===== src/rtl/dcache_ctrl.sv =====
// Direct-mapped write-through, no-write-allocate D-cache controller; read hit 0 stalls, miss/write = ack wait + 1.
// Stalls the pipeline while memory is busy; optional saturating hit/miss counters under DCACHE_PERF_EN.
module dcache_ctrl #(
    parameter int ADDR_WIDTH = 32,
    parameter int DATA_WIDTH = 32,
    parameter int INDEX_BITS = 4
) (
    input  logic                  clk,
    input  logic                  rst_n,
    input  logic                  iReq,
    input  logic                  iWriteEn,
    input  logic [ADDR_WIDTH-1:0] iAddr,
    input  logic [DATA_WIDTH-1:0] iWData,
    output logic [DATA_WIDTH-1:0] oRData,
    output logic                  oStall,
    output logic                  oMemReq,
    output logic                  oMemWe,
    output logic [ADDR_WIDTH-1:0] oMemAddr,
    output logic [DATA_WIDTH-1:0] oMemWData,
    input  logic [DATA_WIDTH-1:0] iMemRData,
    input  logic                  iMemAck,
    output logic [31:0]           oHitCount,
    output logic [31:0]           oMissCount
);
    localparam int TAG_BITS = ADDR_WIDTH - INDEX_BITS - 2;
    localparam int LINES    = 1 << INDEX_BITS;

    typedef enum logic [1:0] {IDLE, RD_MISS, WR_THRU, DONE} state_t;

    state_t                state_q, state_d;
    logic [LINES-1:0]      valid_q;
    logic [TAG_BITS-1:0]   tag_q  [LINES];
    logic [DATA_WIDTH-1:0] data_q [LINES];
    logic [DATA_WIDTH-1:0] fill_q, fill_d;

    logic [INDEX_BITS-1:0] idx;
    logic [TAG_BITS-1:0]   tag;
    logic                  req_ok;
    logic                  tag_match;
    logic                  fill_en;
    logic                  wr_upd_en;

    assign idx       = iAddr[INDEX_BITS+1:2];
    assign tag       = iAddr[ADDR_WIDTH-1:INDEX_BITS+2];
    // Requests are ignored while reset is held so the stall output stays low.
    assign req_ok    = iReq & rst_n;
    assign tag_match = valid_q[idx] && (tag_q[idx] == tag);

    assign oMemAddr  = iAddr & ~(ADDR_WIDTH'(3));
    assign oMemWData = iWData;

    always_comb begin
        state_d   = state_q;
        fill_d    = fill_q;
        oStall    = 1'b0;
        oMemReq   = 1'b0;
        oMemWe    = 1'b0;
        oRData    = '0;
        fill_en   = 1'b0;
        wr_upd_en = 1'b0;
        case (state_q)
            IDLE: begin
                if (req_ok) begin
                    if (iWriteEn) begin
                        oStall  = 1'b1;
                        state_d = WR_THRU;
                    end else if (tag_match) begin
                        oRData  = data_q[idx];
                    end else begin
                        oStall  = 1'b1;
                        state_d = RD_MISS;
                    end
                end
            end
            RD_MISS: begin
                oStall  = 1'b1;
                oMemReq = 1'b1;
                if (iMemAck) begin
                    fill_en = 1'b1;
                    fill_d  = iMemRData;
                    state_d = DONE;
                end
            end
            WR_THRU: begin
                oStall  = 1'b1;
                oMemReq = 1'b1;
                oMemWe  = 1'b1;
                if (iMemAck) begin
                    wr_upd_en = tag_match;
                    fill_d    = '0;
                    state_d   = DONE;
                end
            end
            DONE: begin
                oRData  = fill_q;
                state_d = IDLE;
            end
            default: state_d = IDLE;
        endcase
    end

    always_ff @(posedge clk) begin
        if (!rst_n) begin
            state_q <= IDLE;
            valid_q <= '0;
            fill_q  <= '0;
        end else begin
            state_q <= state_d;
            fill_q  <= fill_d;
            if (fill_en) begin
                valid_q[idx] <= 1'b1;
            end
        end
    end

    // Tag/data storage carries no reset; the valid bits alone gate its use.
    always_ff @(posedge clk) begin
        if (fill_en) begin
            tag_q[idx]  <= tag;
            data_q[idx] <= iMemRData;
        end else if (wr_upd_en) begin
            data_q[idx] <= iWData;
        end
    end

`ifdef DCACHE_PERF_EN
    logic [31:0] hit_cnt_q;
    logic [31:0] miss_cnt_q;
    logic        hit_evt;
    logic        miss_evt;

    assign hit_evt  = (state_q == IDLE) && req_ok && !iWriteEn && tag_match;
    assign miss_evt = (state_q == IDLE) && req_ok && !iWriteEn && !tag_match;

    always_ff @(posedge clk) begin
        if (!rst_n) begin
            hit_cnt_q  <= '0;
            miss_cnt_q <= '0;
        end else begin
            if (hit_evt && (hit_cnt_q != 32'hFFFF_FFFF)) begin
                hit_cnt_q <= hit_cnt_q + 32'd1;
            end
            if (miss_evt && (miss_cnt_q != 32'hFFFF_FFFF)) begin
                miss_cnt_q <= miss_cnt_q + 32'd1;
            end
        end
    end

    assign oHitCount  = hit_cnt_q;
    assign oMissCount = miss_cnt_q;
`else
    assign oHitCount  = 32'h0;
    assign oMissCount = 32'h0;
`endif

endmodule


===== config.mk =====
export PLATFORM = sky130hd
export DESIGN_NAME = dcache_ctrl
export DESIGN_NICKNAME = d
export VERILOG_FILES = /design/src/rtl/dcache_ctrl.sv
export SDC_FILE = /design/constraint.sdc
export NUM_CORES = 1
export LEC_CHECK = 0
export ABC_AREA = 1
export CORE_MARGIN = 2
export CORE_UTILIZATION = 40
export DETAILED_ROUTE_END_ITERATION = 8
export HOLD_SLACK_MARGIN = 0.02
export PLACE_DENSITY = 0.57
export SYNTH_ARGS = -nofsm -noshare
export SYNTH_HDL_FRONTEND = slang
export SYNTH_SLANG_ARGS = --single-unit

===== constraint.sdc =====
create_clock -name clk -period 7.04 [get_ports clk]
set_clock_uncertainty 0.15 [all_clocks]
set_input_delay 1.056 -clock clk [delete_from_list [all_inputs] [get_ports clk]]
set_output_delay 1.056 -clock clk [all_outputs]
set_load 0.005 [all_outputs]

# ---- Yosys cells after proc, flatten, opt, wreduce, memory -nomap -nowiden
# Memory sizes are Yosys's and may differ from the RTL's.
# Cells that the tools add are included.
dict set report op_classes {
  magnitude_cmp 2
  n_eq_ne 9
  n_mux 32
  bitwise_logic 3
  n_reduce_logical 7
}
# op n
set op_table {}
lappend op_table {{$mux 32} 6}
lappend op_table {{$pmux 32 s2} 2}
lappend op_table {{$eq 26x26->1} 1}
lappend op_table {{$mux 1} 16}
lappend op_table {{$or 16x16->16} 1}
lappend op_table {{$mux 2} 4}
lappend op_table {{$ne 2x2->1 const B} 3}
lappend op_table {{$pmux 2 s3} 1}
lappend op_table {{$reduce_and 3->1} 2}
lappend op_table {{$lt 4x5->1 const B} 1}
lappend op_table {{$bmux 1 s4} 1}
lappend op_table {{$demux 1 s4} 1}
lappend op_table {{$eq 2x2->1 const B} 2}
lappend op_table {{$ge 4x1->1 const B} 1}
lappend op_table {{$ne 3x3->1 const B} 1}
lappend op_table {{$eq 2x1->1 const B} 1}
lappend op_table {{$logic_and 1x1->1} 2}
lappend op_table {{$logic_not 2->1} 1}
lappend op_table {{$ne 2x1->1 const B} 1}
lappend op_table {{$pmux 1 s2} 1}
lappend op_table {{$reduce_bool 2->1} 1}
lappend op_table {{$reduce_or 2->1} 1}
lappend op_table {{$and 1x1->1} 1}
lappend op_table {{$or 1x1->1} 1}
dict set report totals {
  register_bits 50
  mem_bits_rw 928
  input_bits 101
  wordCells 58
  memories 2
}
# memory words word_bits rd rd_ports_with_merged_regs write_ports line_no
set memory_table {}
lappend memory_table {data_q 16 32 1 0 1 33} ;# logic [DATA_WIDTH-1:0] data_q [LINES];
lappend memory_table {tag_q 16 26 1 0 1 32} ;# logic [TAG_BITS-1:0] tag_q [LINES];

# ---- Depth between registers and ports, before layout
dict set report logic_depth {
  depth_word 9
  depth_mapped 23
}

# ---- Worst setup path before layout
# Ideal clock, no wire load.
dict set report synth_timing {
  path_type {input -> register}
  start {input port iAddr[2]}
  end {memory data_q[0][0] (enable)}
  arrival_time_ps 5101
  t_required_ps 6420
  path_slack_ps 1319
  path_stages 17
  n_path_buf 3
  path_cell_list {buf_4 > inv_2 > buf_6 > buf_2 > nand2_1 > a21oi_1 > o21ai_0 > nand2_1 > o21bai_1 > nand2_1 > nor3b_1 > nand2_1 > nor2_1 > nand2_1 > nor2_4 > nand2_1 > a21boi_0}
}
dict set report synth_via {
  elab_chain_cells 9
  word_cells_on_any_way 11
}
# element line_no
set synth_rtl {}
lappend synth_rtl {{from (decl)} 12} ;# input logic [ADDR_WIDTH-1:0] iAddr,
lappend synth_rtl {{$mem_v2 16x26 or $bmux 1 s4 (tied branches)} --}
lappend synth_rtl {{$eq 26x26->1 or $mux 1 (tied branches)} 47} ;# assign tag_match = valid_q[idx] && (tag_q[idx] == tag);
lappend synth_rtl {{$logic_and 1x1->1} 47}
lappend synth_rtl {{$mux 1} 88} ;# if (iMemAck) begin
lappend synth_rtl {{$mux 1} 61} ;# case (state_q)
lappend synth_rtl {{$mux 1} 121} ;# end else if (wr_upd_en) begin
lappend synth_rtl {{$mux 1} 118} ;# if (fill_en) begin
lappend synth_rtl {{$mux 1 (not written as such)} 122} ;# data_q[idx] <= iWData;
lappend synth_rtl {{$or 1x1->1 (no line)} --}
lappend synth_rtl {{to (decl)} 33}
# Parallel ways exist; a longest one is shown, timed or not. The select of a mux whose other input is x is not followed.

# ---- Worst setup path after layout
dict set report layout_timing {
  start {input port iAddr[4]}
  end {output port oRData[17]}
}
dict set report layout_via {
  elab_chain_cells 7
  word_cells_on_any_way 10
}
# element line_no
set layout_rtl {}
lappend layout_rtl {{$mem_v2 16x26 or $bmux 1 s4 (tied branches)} --}
lappend layout_rtl {{$eq 26x26->1 or $mux 1 (tied branches)} 47}
lappend layout_rtl {{$logic_and 1x1->1} 47}
lappend layout_rtl {{$mux 32 *} 67} ;# end else if (tag_match) begin
lappend layout_rtl {{$mux 32 *} 64} ;# if (iWriteEn) begin
lappend layout_rtl {{$mux 32 *} 63} ;# if (req_ok) begin
lappend layout_rtl {{$pmux 32 s2 *} 61}
lappend layout_rtl {{to (decl)} 14} ;# output logic [DATA_WIDTH-1:0] oRData,
# Every way passes the cells marked *; elsewhere a longest branch is shown, timed or not. The select of a mux whose other input is x is not followed.

==> summary.md <==
| Metric | Value |
|---|---|
| Maximum Capacitance Violations | `0` |
| Register area | `28,900 um2` |
| H-tree levels | `3` |
| Share of cells above drive strength 1 | `0.0777` |
| Commonest non-fill, non-tap cell in the layout | `nand2_1` |
| N_diodes | `0` |
| Post-synthesis average cell area | `11.9 um2` |
| Setup Buffers After CTS | `0` |
| Static Leak | `16.3 nW` |
| Largest net degree at the start of global routing | `133` |
| Post-synth top area share | `0.702` |
| Via density | `5.32` |
| P&R area growth vs syn | `16.1%` |
| WL/cell | `22.5 um` |
| CP Max Fanout | `34` |
| Syn Std Cell Area | `39,700 um2` |
| Clock latency on the worst-skew pair | `0.66 ns` |
| Pwr/cell area | `280 nW/um2` |
| Yosys reg bits | `978` |
| Kind of start point of the critical path | `input port` |
| Die width | `319 um` |
| CTS Buffer Depth | `3` |
| Clock slew at reported path FFs | `0.06 ns` |
| Max Freq | `0.155 GHz` |
| Clock root cell | `clkbuf_16` |
| Final Hold Viols | `0` |
| Setup CP Type | `in2out` |
| DR iter-0 viols | `2,566` |
| Req. time, crit path | `5.83 ns` |
| Post-layout min period | `6.47 ns` |
| Post-synthesis sequential area ratio | `0.727` |
| CP arrival | `5.27 ns` |
| Status | `finished, final reports clean` |
| Worst vdd ir | `180 uV` |
| Commonest cells after routing, fill and taps aside | `1,064 x nand2_1, 928 x edfxtp_1, 265 x o22ai_1, 193 x clkdlybuf4s50_1, 151 x o21ai_0` |
| Fillers | `8,788` |
| Slew margin rel. | `0.136` |
| Post-synthesis cell type count | `32` |
| Final core occ | `0.468` |
| Tightest Pin Transition | `1.29 ns` |
| GRT overflow | `0` |
| Drt drc | `0` |
| Drt total wl | `109,000 um` |
| First-pass DRT Iterations | `5` |
| CTS Buf Count | `99` |
| DP Wirelength | `58,100 um` |
| Initial antenna violation count | `1` |
| Final ANT Viol Nets | `0` |
| Hold_buf cts | `0` |
| Global-route usage over all layers | `0.209` |
| Unrepaired setup endpoints after global routing | `no` |
| Die Y | `319 um` |
| Layout net count | `3,572` |
| Clock sinks | `978` |
| Worst Setup End Kind | `primary output` |
| Final worst path period share | `0.919` |
| Sum Neg Setup Slack | `0 ns` |
| Die area | `102,000 um2` |
| Post-Syn Instances | `3,327` |
| Top cells by area, synth | `edfxtp_1 70%, nand2_1 10%, o22ai_1 4.2%` |
| # setup viols final | `0` |
| Core region area | `98,400 um2` |
| Initial Utilization | `0.403` |
| Port-buffer cells | `195` |
| Row count | `115` |
| First-pass GRT wire length | `159,000 um` |
| Routability Congestion | `0.800` |
| Biggest area consumer among synthesized cells | `edfxtp_1` |
| Multi-input logic area | `9340 um2` |
| Vias in the first global route | `24,356` |
| Design Power | `12.9 mW` |
| Synth warn | `0` |
| Vias | `25,740` |
| Slew Viols, Final | `0` |
| Post-cts resize count | `0` |
| CTS tree | `yes` |
| Hold WC Path Type | `reg2reg` |
| Ports | `264` |
==> state kept, by name (all words and copies together), names as in the netlist <==
register  flops
data_q      512
fill_q       32
state_q       2
tag_q       416
valid_q      16
==> per-stage QoR <==
step	setup slack (ns)	hold slack, ns	cells	cell area, um2
final	0.569	0.315	4837	46100
after global routing	0.411	0.339	4837	46100
after CTS	0.525	0.317	4837	46100
after detailed placement	0.448	0.303	4652	42800
after global placement	0.577	0.297	4652	42800
after floorplan	1.32	0.291	3392	39900
==> per-layer routing <==
layer / vias up / track usage / part of all wire
met2: 1001 / 0.335 / 0.46
met4: 2 / 0.0571 / 0.023
li1: 11943 / - / -
met5: - / 0 / 0.000064
met3: 161 / 0.0343 / 0.070
met1: 12633 / 0.296 / 0.44
==> worst paths after layout <==
path                     start            to  slack (ns)  cells past startpoint
setup / recovery      iAddr[4]    oRData[17]        0.57                     15
hold reg to reg     valid_q[9]    valid_q[9]        0.32                      1
hold / removal      valid_q[9]    valid_q[9]        0.32                      1
setup reg to reg  tag_q[9][19]  data_q[6][1]        2.54                     12
==> critical path: stages <==
cell and delay (ns):
clkdlybuf4s50_1 0.67, nand2_1 0.33, inv_2 0.72, nand2_1 0.13
nand2_1 0.12, nor3_1 0.08, nor2_1 0.14, nand3_1 0.13
nor3b_1 0.25, nand3b_1 0.23, nor2_4 0.18, buf_12 0.22
nand3_1 0.12, a21oi_1 0.26, clkdlybuf4s50_1 0.57
==> power by group <==
group	total (mW)	switching (mW)	internal, mW
clock network	5.29	2.21	3.09
logic	1.14	0.813	0.327
registers	6.49	0.0311	6.46
==> layout make-up <==
class / count / area share
clock inverter: 61 / 0.0142
inverter: 85 / 0.00703
tap: 1287 / 0.0349
clock buffer: 124 / 0.0562
timing repair buffer: 282 / 0.0588
sequential: 978 / 0.626
multi-input combinational: 2020 / 0.203
==> logic make-up after synthesis <==
logic type      synth area share
simple gates               0.136
flops                      0.727
compound gates            0.0832
buf+inv                   0.0513
fa+ha+maj                0.00158
xor+xnor                0.000221
other cells            0.0000945
==> synth_stat cells <==
library cell / count
nand2_1: 1068
edfxtp_1: 928
o22ai_1: 265
o21ai_0: 151
nand3_1: 143
buf_4: 129
nor2_1: 126
clkbuf_1: 107
a21oi_1: 91
inv_1: 79
dfxtp_1: 50
buf_2: 46
o21ai_1: 37
buf_1: 25
o21a_1: 15
nand4_1: 14
nor3_1: 12
o21bai_1: 11
a21boi_0: 6
ha_1: 5
inv_2: 5
buf_6: 2
nor2_2: 2
nor3b_1: 2
a21boi_1: 1
clkinv_1: 1
conb_1: 1
nand3_4: 1
nand3b_1: 1
nor2_4: 1
or2_2: 1
xor2_1: 1
No activity file was read; power rests on OpenSTA's default activity.
